--- src/rtl/pulse_width_encoder.sv ---
`default_nettype none
// ============================================================================
//  Module   : pulse_width_encoder
//  Purpose  : Converts the modulated 16-bit intensity stream into a 9-bit
//             pulse width via an external duty-table RAM (2-cycle read).
//             Phase and frame index travel alongside each beat with a fixed
//             3-cycle latency, and the frame index of every beat is tracked.
//  Options  : PWE_FULL_WIDTH_EN - intensity 0xFE01 forces a full-on pulse
//             width of 256 and bypasses the table for that beat.
//  Revision : 1.0 - initial release
// ============================================================================
module pulse_width_encoder #(
    parameter int DEPTH = 249
) (
    input  logic        CLK,
    input  logic        RST_N,
    input  logic        DIN_VALID,
    input  logic [15:0] INTENSITY_IN,
    input  logic [7:0]  PHASE_IN,
    output logic [14:0] TABLE_ADDR,
    input  logic [7:0]  TABLE_DATA,
    output logic        DOUT_VALID,
    output logic [8:0]  PULSE_WIDTH_OUT,
    output logic [7:0]  PHASE_OUT,
    output logic        DOUT_LAST,
    output logic        FRAME_ERR,
    output logic [7:0]  DEBUG_IDX
);

    localparam logic [7:0]  c_LAST_IDX  = 8'(DEPTH - 1);
    localparam logic [15:0] c_FULL_CODE = 16'hFE01;

    typedef enum logic [0:0] {
        ST_IDLE = 1'b0,
        ST_RUN  = 1'b1
    } state_t;

    // Side information carried with each beat while the table read is in flight
    typedef struct packed {
        logic       valid;
        logic       last;
        logic [7:0] idx;
        logic [7:0] phase;
    } beat_t;

    state_t      r_state;
    state_t      w_state_next;
    logic [7:0]  r_idx;
    logic [7:0]  w_idx_next;
    logic [7:0]  w_tag;
    logic        w_err_set;

    beat_t       w_beat_in;
    beat_t       r_s1;
    beat_t       r_s2;
    beat_t       r_s3;
    logic [8:0]  w_pulse_width;

    logic [14:0] r_table_addr;
    logic        r_dout_valid;
    logic [8:0]  r_pulse_width;
    logic [7:0]  r_phase;
    logic        r_last;
    logic        r_frame_err;
    logic [7:0]  r_debug_idx;

    // Frame index FSM: next state, next index, tag for the incoming beat
    always_comb begin
        w_state_next = r_state;
        w_idx_next   = r_idx;
        w_tag        = r_idx;
        w_err_set    = 1'b0;
        if (DIN_VALID) begin
            // IDLE always holds idx 0, so both states tag the current idx
            if (r_idx == c_LAST_IDX) begin
                w_idx_next   = 8'd0;
                w_state_next = ST_IDLE;
            end else begin
                w_idx_next   = r_idx + 8'd1;
                w_state_next = ST_RUN;
            end
        end else if (r_state == ST_RUN) begin
            // A gap inside an open frame truncates it
            w_err_set    = 1'b1;
            w_idx_next   = 8'd0;
            w_state_next = ST_IDLE;
        end
    end

    // FSM state and index registers
    always_ff @(posedge CLK or negedge RST_N) begin
        if (!RST_N) begin
            r_state <= ST_IDLE;
            r_idx   <= 8'd0;
        end else begin
            r_state <= w_state_next;
            r_idx   <= w_idx_next;
        end
    end

    // Sticky truncation flag, cleared only by reset
    always_ff @(posedge CLK or negedge RST_N) begin
        if (!RST_N) begin
            r_frame_err <= 1'b0;
        end else if (w_err_set) begin
            r_frame_err <= 1'b1;
        end
    end

    // Table address follows the last valid intensity and holds otherwise
    always_ff @(posedge CLK or negedge RST_N) begin
        if (!RST_N) begin
            r_table_addr <= 15'd0;
        end else if (DIN_VALID) begin
            r_table_addr <= INTENSITY_IN[15:1];
        end
    end

    always_comb begin
        w_beat_in       = '0;
        w_beat_in.valid = DIN_VALID;
        w_beat_in.last  = DIN_VALID && (w_tag == c_LAST_IDX);
        w_beat_in.idx   = w_tag;
        w_beat_in.phase = PHASE_IN;
    end

    // Side-information delay line matching the table read latency
    always_ff @(posedge CLK or negedge RST_N) begin
        if (!RST_N) begin
            r_s1 <= '0;
            r_s2 <= '0;
            r_s3 <= '0;
        end else begin
            r_s1 <= w_beat_in;
            r_s2 <= r_s1;
            r_s3 <= r_s2;
        end
    end

`ifdef PWE_FULL_WIDTH_EN
    logic [2:0] r_full_pipe;

    // Full-on flag decoded at the input and carried with its beat
    always_ff @(posedge CLK or negedge RST_N) begin
        if (!RST_N) begin
            r_full_pipe <= 3'b000;
        end else begin
            r_full_pipe <= {r_full_pipe[1:0], (INTENSITY_IN == c_FULL_CODE)};
        end
    end

    // Full-on beats override whatever the table returns
    always_comb begin
        w_pulse_width = {1'b0, TABLE_DATA};
        if (r_full_pipe[2]) begin
            w_pulse_width = 9'd256;
        end
    end
`else
    // The table only sees intensity[15:1]; the LSB has no other consumer
    logic w_unused_lsb;
    assign w_unused_lsb = INTENSITY_IN[0] ^ (c_FULL_CODE[0]);

    // Pulse width comes straight from the table
    always_comb begin
        w_pulse_width = {1'b0, TABLE_DATA};
    end
`endif

    // Output registers: data fields hold when no beat is presented
    always_ff @(posedge CLK or negedge RST_N) begin
        if (!RST_N) begin
            r_dout_valid  <= 1'b0;
            r_last        <= 1'b0;
            r_pulse_width <= 9'd0;
            r_phase       <= 8'd0;
            r_debug_idx   <= 8'd0;
        end else begin
            r_dout_valid <= r_s3.valid;
            r_last       <= r_s3.valid && r_s3.last;
            if (r_s3.valid) begin
                r_pulse_width <= w_pulse_width;
                r_phase       <= r_s3.phase;
                r_debug_idx   <= r_s3.idx;
            end
        end
    end

    assign TABLE_ADDR      = r_table_addr;
    assign DOUT_VALID      = r_dout_valid;
    assign PULSE_WIDTH_OUT = r_pulse_width;
    assign PHASE_OUT       = r_phase;
    assign DOUT_LAST       = r_last;
    assign FRAME_ERR       = r_frame_err;
    assign DEBUG_IDX       = r_debug_idx;

endmodule
`default_nettype wire

--- config.mk ---
export PLATFORM = sky130hd
export DESIGN_NAME = pulse_width_encoder
export DESIGN_NICKNAME = d
export VERILOG_FILES = /design/src/rtl/pulse_width_encoder.sv
export SDC_FILE = /design/constraint.sdc
export NUM_CORES = 1
export LEC_CHECK = 0
export ABC_AREA = 1
export CORE_UTILIZATION = 25
export DETAILED_ROUTE_END_ITERATION = 8
export HOLD_SLACK_MARGIN = 0.03
export PLACE_DENSITY = 0.45
export SLEW_MARGIN = 15
export SYNTH_ARGS = -nofsm -noshare
export SYNTH_HDL_FRONTEND = slang
export SYNTH_SLANG_ARGS = --single-unit
--- constraint.sdc ---
create_clock -name CLK -period 1.1 [get_ports CLK]
set_input_delay 0.22 -clock CLK [delete_from_list [all_inputs] [get_ports CLK]]
set_output_delay 0.22 -clock CLK [all_outputs]
set_load 0.005 [all_outputs]
Yosys cells after proc, flatten, opt, wreduce, memory -nomap -nowiden:

Index checks and enable logic that the tools add are counted.

* flip-flop bits (word level): 105
* input bits: 35
* output and inout port bits: 43
* word-level logic and storage cells: 33

* add/sub/neg operators: 1
* equality and inequality tests: 1
* multiplexer cells: 7
* reductions and logical operators: 3

Operators with widths (number)
* two-way mux 8 bit: 3
* adder 8 x 1 -> 8 bit, second input constant: 1
* == test 8 bit, second input constant: 1
* two-way mux 1 bit: 4
* logical AND 1 bit: 2
* nonzero test 2 bit: 1

Longest topological paths before layout:

* depth in word-level cells: 3
* depth in mapped cells: 9
* gate-level depth less buffers: 9

Worst setup path before layout:

No wires, ideal clock.

* path type: register -> register
* start: register r_idx[0]
* end: register r_idx[7]
* setup time: 0.116 ns
* arrival: 1.083 ns
* required time: 0.984 ns
* setup slack: -0.100 ns
* cell stages (with the launch flop): 10
* buffers on the path: 0
* cell sequence: dfrtp_1 > inv_1 > ha_1 > nand2_1 > nor2_1 > nand2_4 > nand2_4 > inv_2 > nand2_1 > nand2_1

* longest elaborated chain between the ends: 3
* elaborated cells on any way between the ends: 4
* classes of those cells: add/sub (1); eq/ne (1); mux (2)

Ends and longest elaborated chain
* from (decl): line 48 `logic [7:0] r_idx;`
* from (signal assigned): line 97 `r_idx <= w_idx_next;`
* adder 8 x 1 -> 8 bit or == test 8 bit (tied branches): line 79, 75
* two-way mux 8 bit *: line 75 `if (r_idx == c_LAST_IDX) begin`
* two-way mux 8 bit *: line 73 `if (DIN_VALID) begin`

Every way passes the cells marked *; elsewhere a longest branch is shown, timed or not.
A chain may end at the register's enable or synchronous reset.

Worst setup path in the final report:

* start: register r_idx[0]
* end: register r_idx[1]

Same word-level chain as after synthesis.

==> impl_metrics.csv <==
group,metric,value,unit
route,totalWireLength,6.558,mm
worst_setup_path,start_kind,"flop",
hold_path,hp-class,"input port to async pin",
worst_setup_path,crit_type,"flop to flop",
global_routing,track_usage,9.580,%
power_and_ir_drop,leakage,2.511,nW
power_and_ir_drop,p_comb_share,11.4,%
global_routing,grt_pass1_wl,10.28,mm
power_and_ir_drop,clkPwrFrac,39.5,%
power_and_ir_drop,ir_drop,0.0006998,V
route,first_pass_iters,4,
yosys,yosysWarnings,0,
yosys,synth_top_family_by_area,"simple AND/OR/NAND/NOR gates",
global_routing,antenna_found_initial,0,
layout,final_common_cell,"dfrtp_1",
yosys,synth_area,3430,um2
flow_run,cap_viol_max_count,0,
route,vias,2100,
worst_setup_path,crit_buf_inv,2,
sta,fin_ws,-0.09132,ns
sta,finalSetupViolations,20,
place,port_buffers,75,
die,die_area,14190,um2
layout,instances_no_fill,544,
yosys,ys_types,25,
die,ios,78,
yosys,synthCells,244,
layout,fin_util,37.67,%
run_status,outcome,"finished with violations",
global_routing,gr-total-overflow,0,
yosys,ys_seq_area_share,76.61,%
sta,fin_crit,1.191,ns
clock_tree,clk_latency,0.34,ns
yosys,ys_ff_latch,105,
route,via_per_inst,3.860,
yosys,yosysTopAreaCell,"dfrtp_1",
global_routing,grt_max_degree,46,
clock_tree,cts-root-buf,"clkbuf_16",
worst_setup_path,cp_slowest_cell,"dfrtp_1",
yosys,syn-num-nets,281,
route,drc,0,
die,core,13300,um2
sta,fmax,839.4,MHz
clock_tree,cts.reportedPaths.clkPinSlew,0.07,ns
sta,finalCritPeriodShare,108.3,%
power_and_ir_drop,intPower,0.006856,W
clock_tree,cts_inserted_buffers,9,
sta,rsz0062_at_grt,"yes",
worst_setup_path,cp_slowest_stage_delay,0.41,ns
layout,final_cell_mix,"dfrtp_1 (103), nand2_1 (67), buf_2 (41)",
yosys,synth_top_cell_area_share,76.61,%
clock_tree,clock-sinks,105,
worst_setup_path,worstPathCellList,"inv_2 > ha_4 > nand2_4 > nor2_4 > nand2_4 > nand2_4 > inv_4 > nand2_2 > nand2_1",
sta,slew_viol_final,0,
worst_setup_path,worst_setup_path_end_kind,"flop",
power_and_ir_drop,switching_share,21.53,%
worst_setup_path,cp_max_fo,5,
route,antenna_left,0,
die,fp-row-count,42,
layout,num_antenna_cells,0,
yosys,synth-xor-area-share,0.5108,%
yosys,synth-compound-area-share,1.240,%
layout,syn2layout_area_growth,46.04,%
worst_setup_path,worst_path_dominant_cell_family,"simple AND/OR/NAND/NOR gates",
place,post-place-ws,-0.3409,ns
global_routing,grt_pass1_vias,2093,
run_status,violations,"setup timing",
die,die_y,119.1,um
clock_tree,clock_path_buffers,2,
yosys,synth_fa_ha_area_share,0.7297,%
clock_tree,cts_max_level,3,
worst_setup_path,required,1.33,ns
die,initial_utilization,25.80,%
worst_setup_path,arrival,1.43,ns
yosys,syn-mean-instance-area,14.06,um2
yosys,synthTopCellsByArea,"dfrtp_1 (77%), nand2_1 (7.9%), mux2_2 (7.9%), inv_1 (0.77%), ha_1 (0.73%)",
die,die_w,119.1,um
layout,nFillCells,1303,
sta,hold_viol_final,0,
route,drt_iter0_drc,115,
route,wire_per_inst,12.06,um
power_and_ir_drop,seq_power_share,49.1,%
layout,drive_above_1_share,38.59,%
place,place_inst,508,
yosys,yosys-mux-area-fraction,7.880,%
sta,skew,0.004324,ns
power_and_ir_drop,p_switching,0.001881,W
yosys,synthSimpleGateAreaFrac,10.51,%
layout,nNetsFinal,400,
power_and_ir_drop,powerDensity,1744,nW/um2
clock_tree,cts_tree,"built",
sta,hold_slack,0.2932,ns
place,hpwl,3.784,mm
worst_setup_path,critPathMostFrequentCell,"nand2_4",
place,place.gp.congestion,0.7111,
-- final timing paths --
check / cells past startpoint / start / end / slack [ns]
worst min-delay path: 2 / RST_N / TABLE_ADDR[7]$_DFFE_PN0P_ / 0.29
min in group CLK: 1 / PHASE_IN[7] / r_s1[7]$_DFF_PN0_ / 0.32
worst min register to register: 0 / r_s1[3]$_DFF_PN0_ / r_s2[3]$_DFF_PN0_ / 0.35
max in group asynchronous: 3 / RST_N / r_idx[2]$_DFFE_PN0P_ / 0.28
worst max register to register: 9 / r_idx[0]$_DFFE_PN0P_ / r_idx[1]$_DFFE_PN0P_ / -0.09
worst max-delay path: 9 / r_idx[0]$_DFFE_PN0P_ / r_idx[1]$_DFFE_PN0P_ / -0.09
-- layout make-up --
| cell class | instances | area, um2 | area share, % |
|---|---|---|---|
| repair buffers | 115 | 920.9 | 18.39 |
| multi-input cells | 122 | 867.1 | 17.31 |
| inverters | 10 | 40.04 | 0.7994 |
| flip-flops and latches | 105 | 2630 | 52.51 |
| clock inverters | 5 | 77.57 | 1.549 |
| well taps | 176 | 220.2 | 4.397 |
| clock buffers | 11 | 252.7 | 5.046 |
-- stage by stage --
step	total power, W	TNS [ns]	cell area [um2]
floorplan	0.004604	-0.2476	3438
global placement	0.005227	-5.133	4543
detailed placement	0.005245	-5.864	4543
CTS	0.008751	-0.7508	4796
global route	0.009196	-2.370	5009
finish	0.008737	-0.8082	5009
-- cells by family after synthesis --
kind of cell    Yosys count
xor+xnor                  2
other cells               1
fa+ha+maj                 2
simple gates             86
flops                   105
compound gates            7
mux                      24
buf+inv                  17
-- power groups by stage --
| stage | Sequential, W | Clock [W] | Combinational (W) |
|---|---|---|---|
| after floorplan | 0.00436 | 0 | 0.000248 |
| after global placement | 0.00435 | 0 | 0.000878 |
| after detailed placement | 0.00436 | 0 | 0.000887 |
| after CTS | 0.00428 | 0.00359 | 0.000881 |
| after global routing | 0.00433 | 0.00376 | 0.00110 |
| final | 0.00429 | 0.00345 | 0.000999 |
-- routing by layer --
metal	track usage, %	routed length, um
met2	14.46	3067
met3	5.077	508
met1	11.50	2947
met5	0	0
met4	3.560	34
-- state kept, by name, summed over array words and instances, names as in the netlist --
name	flops
r_s3	18
FRAME_ERR	1
PHASE_OUT	8
DEBUG_IDX	8
r_idx	8
r_s2	18
PULSE_WIDTH_OUT	8
DOUT_VALID	1
r_s1	18
r_state	1
DOUT_LAST	1
TABLE_ADDR	15
-- cell usage after synthesis (all sizes together) --
library cell and count:
clkinv 1, inv 9, ha 2, nand3 4, conb 1, o21ai 4
xnor2 1, clkbuf 1, dfrtp 105, mux2 24, buf 6, o21bai 2
xor2 1, nand4 2, nand2 75, a21o 1, nor2 5
-- timing repair --
item                       4_1_cts  5_1_grt
gates resized for setup        176       32
setup endpoints to repair       52       47
buffers inserted                 9        8
hold buffers                     1        0
hold endpoints to repair        17        0
gates cloned                     0        2
pin swaps                       11        7
Note: power is estimated with default switching activity, not from simulation.
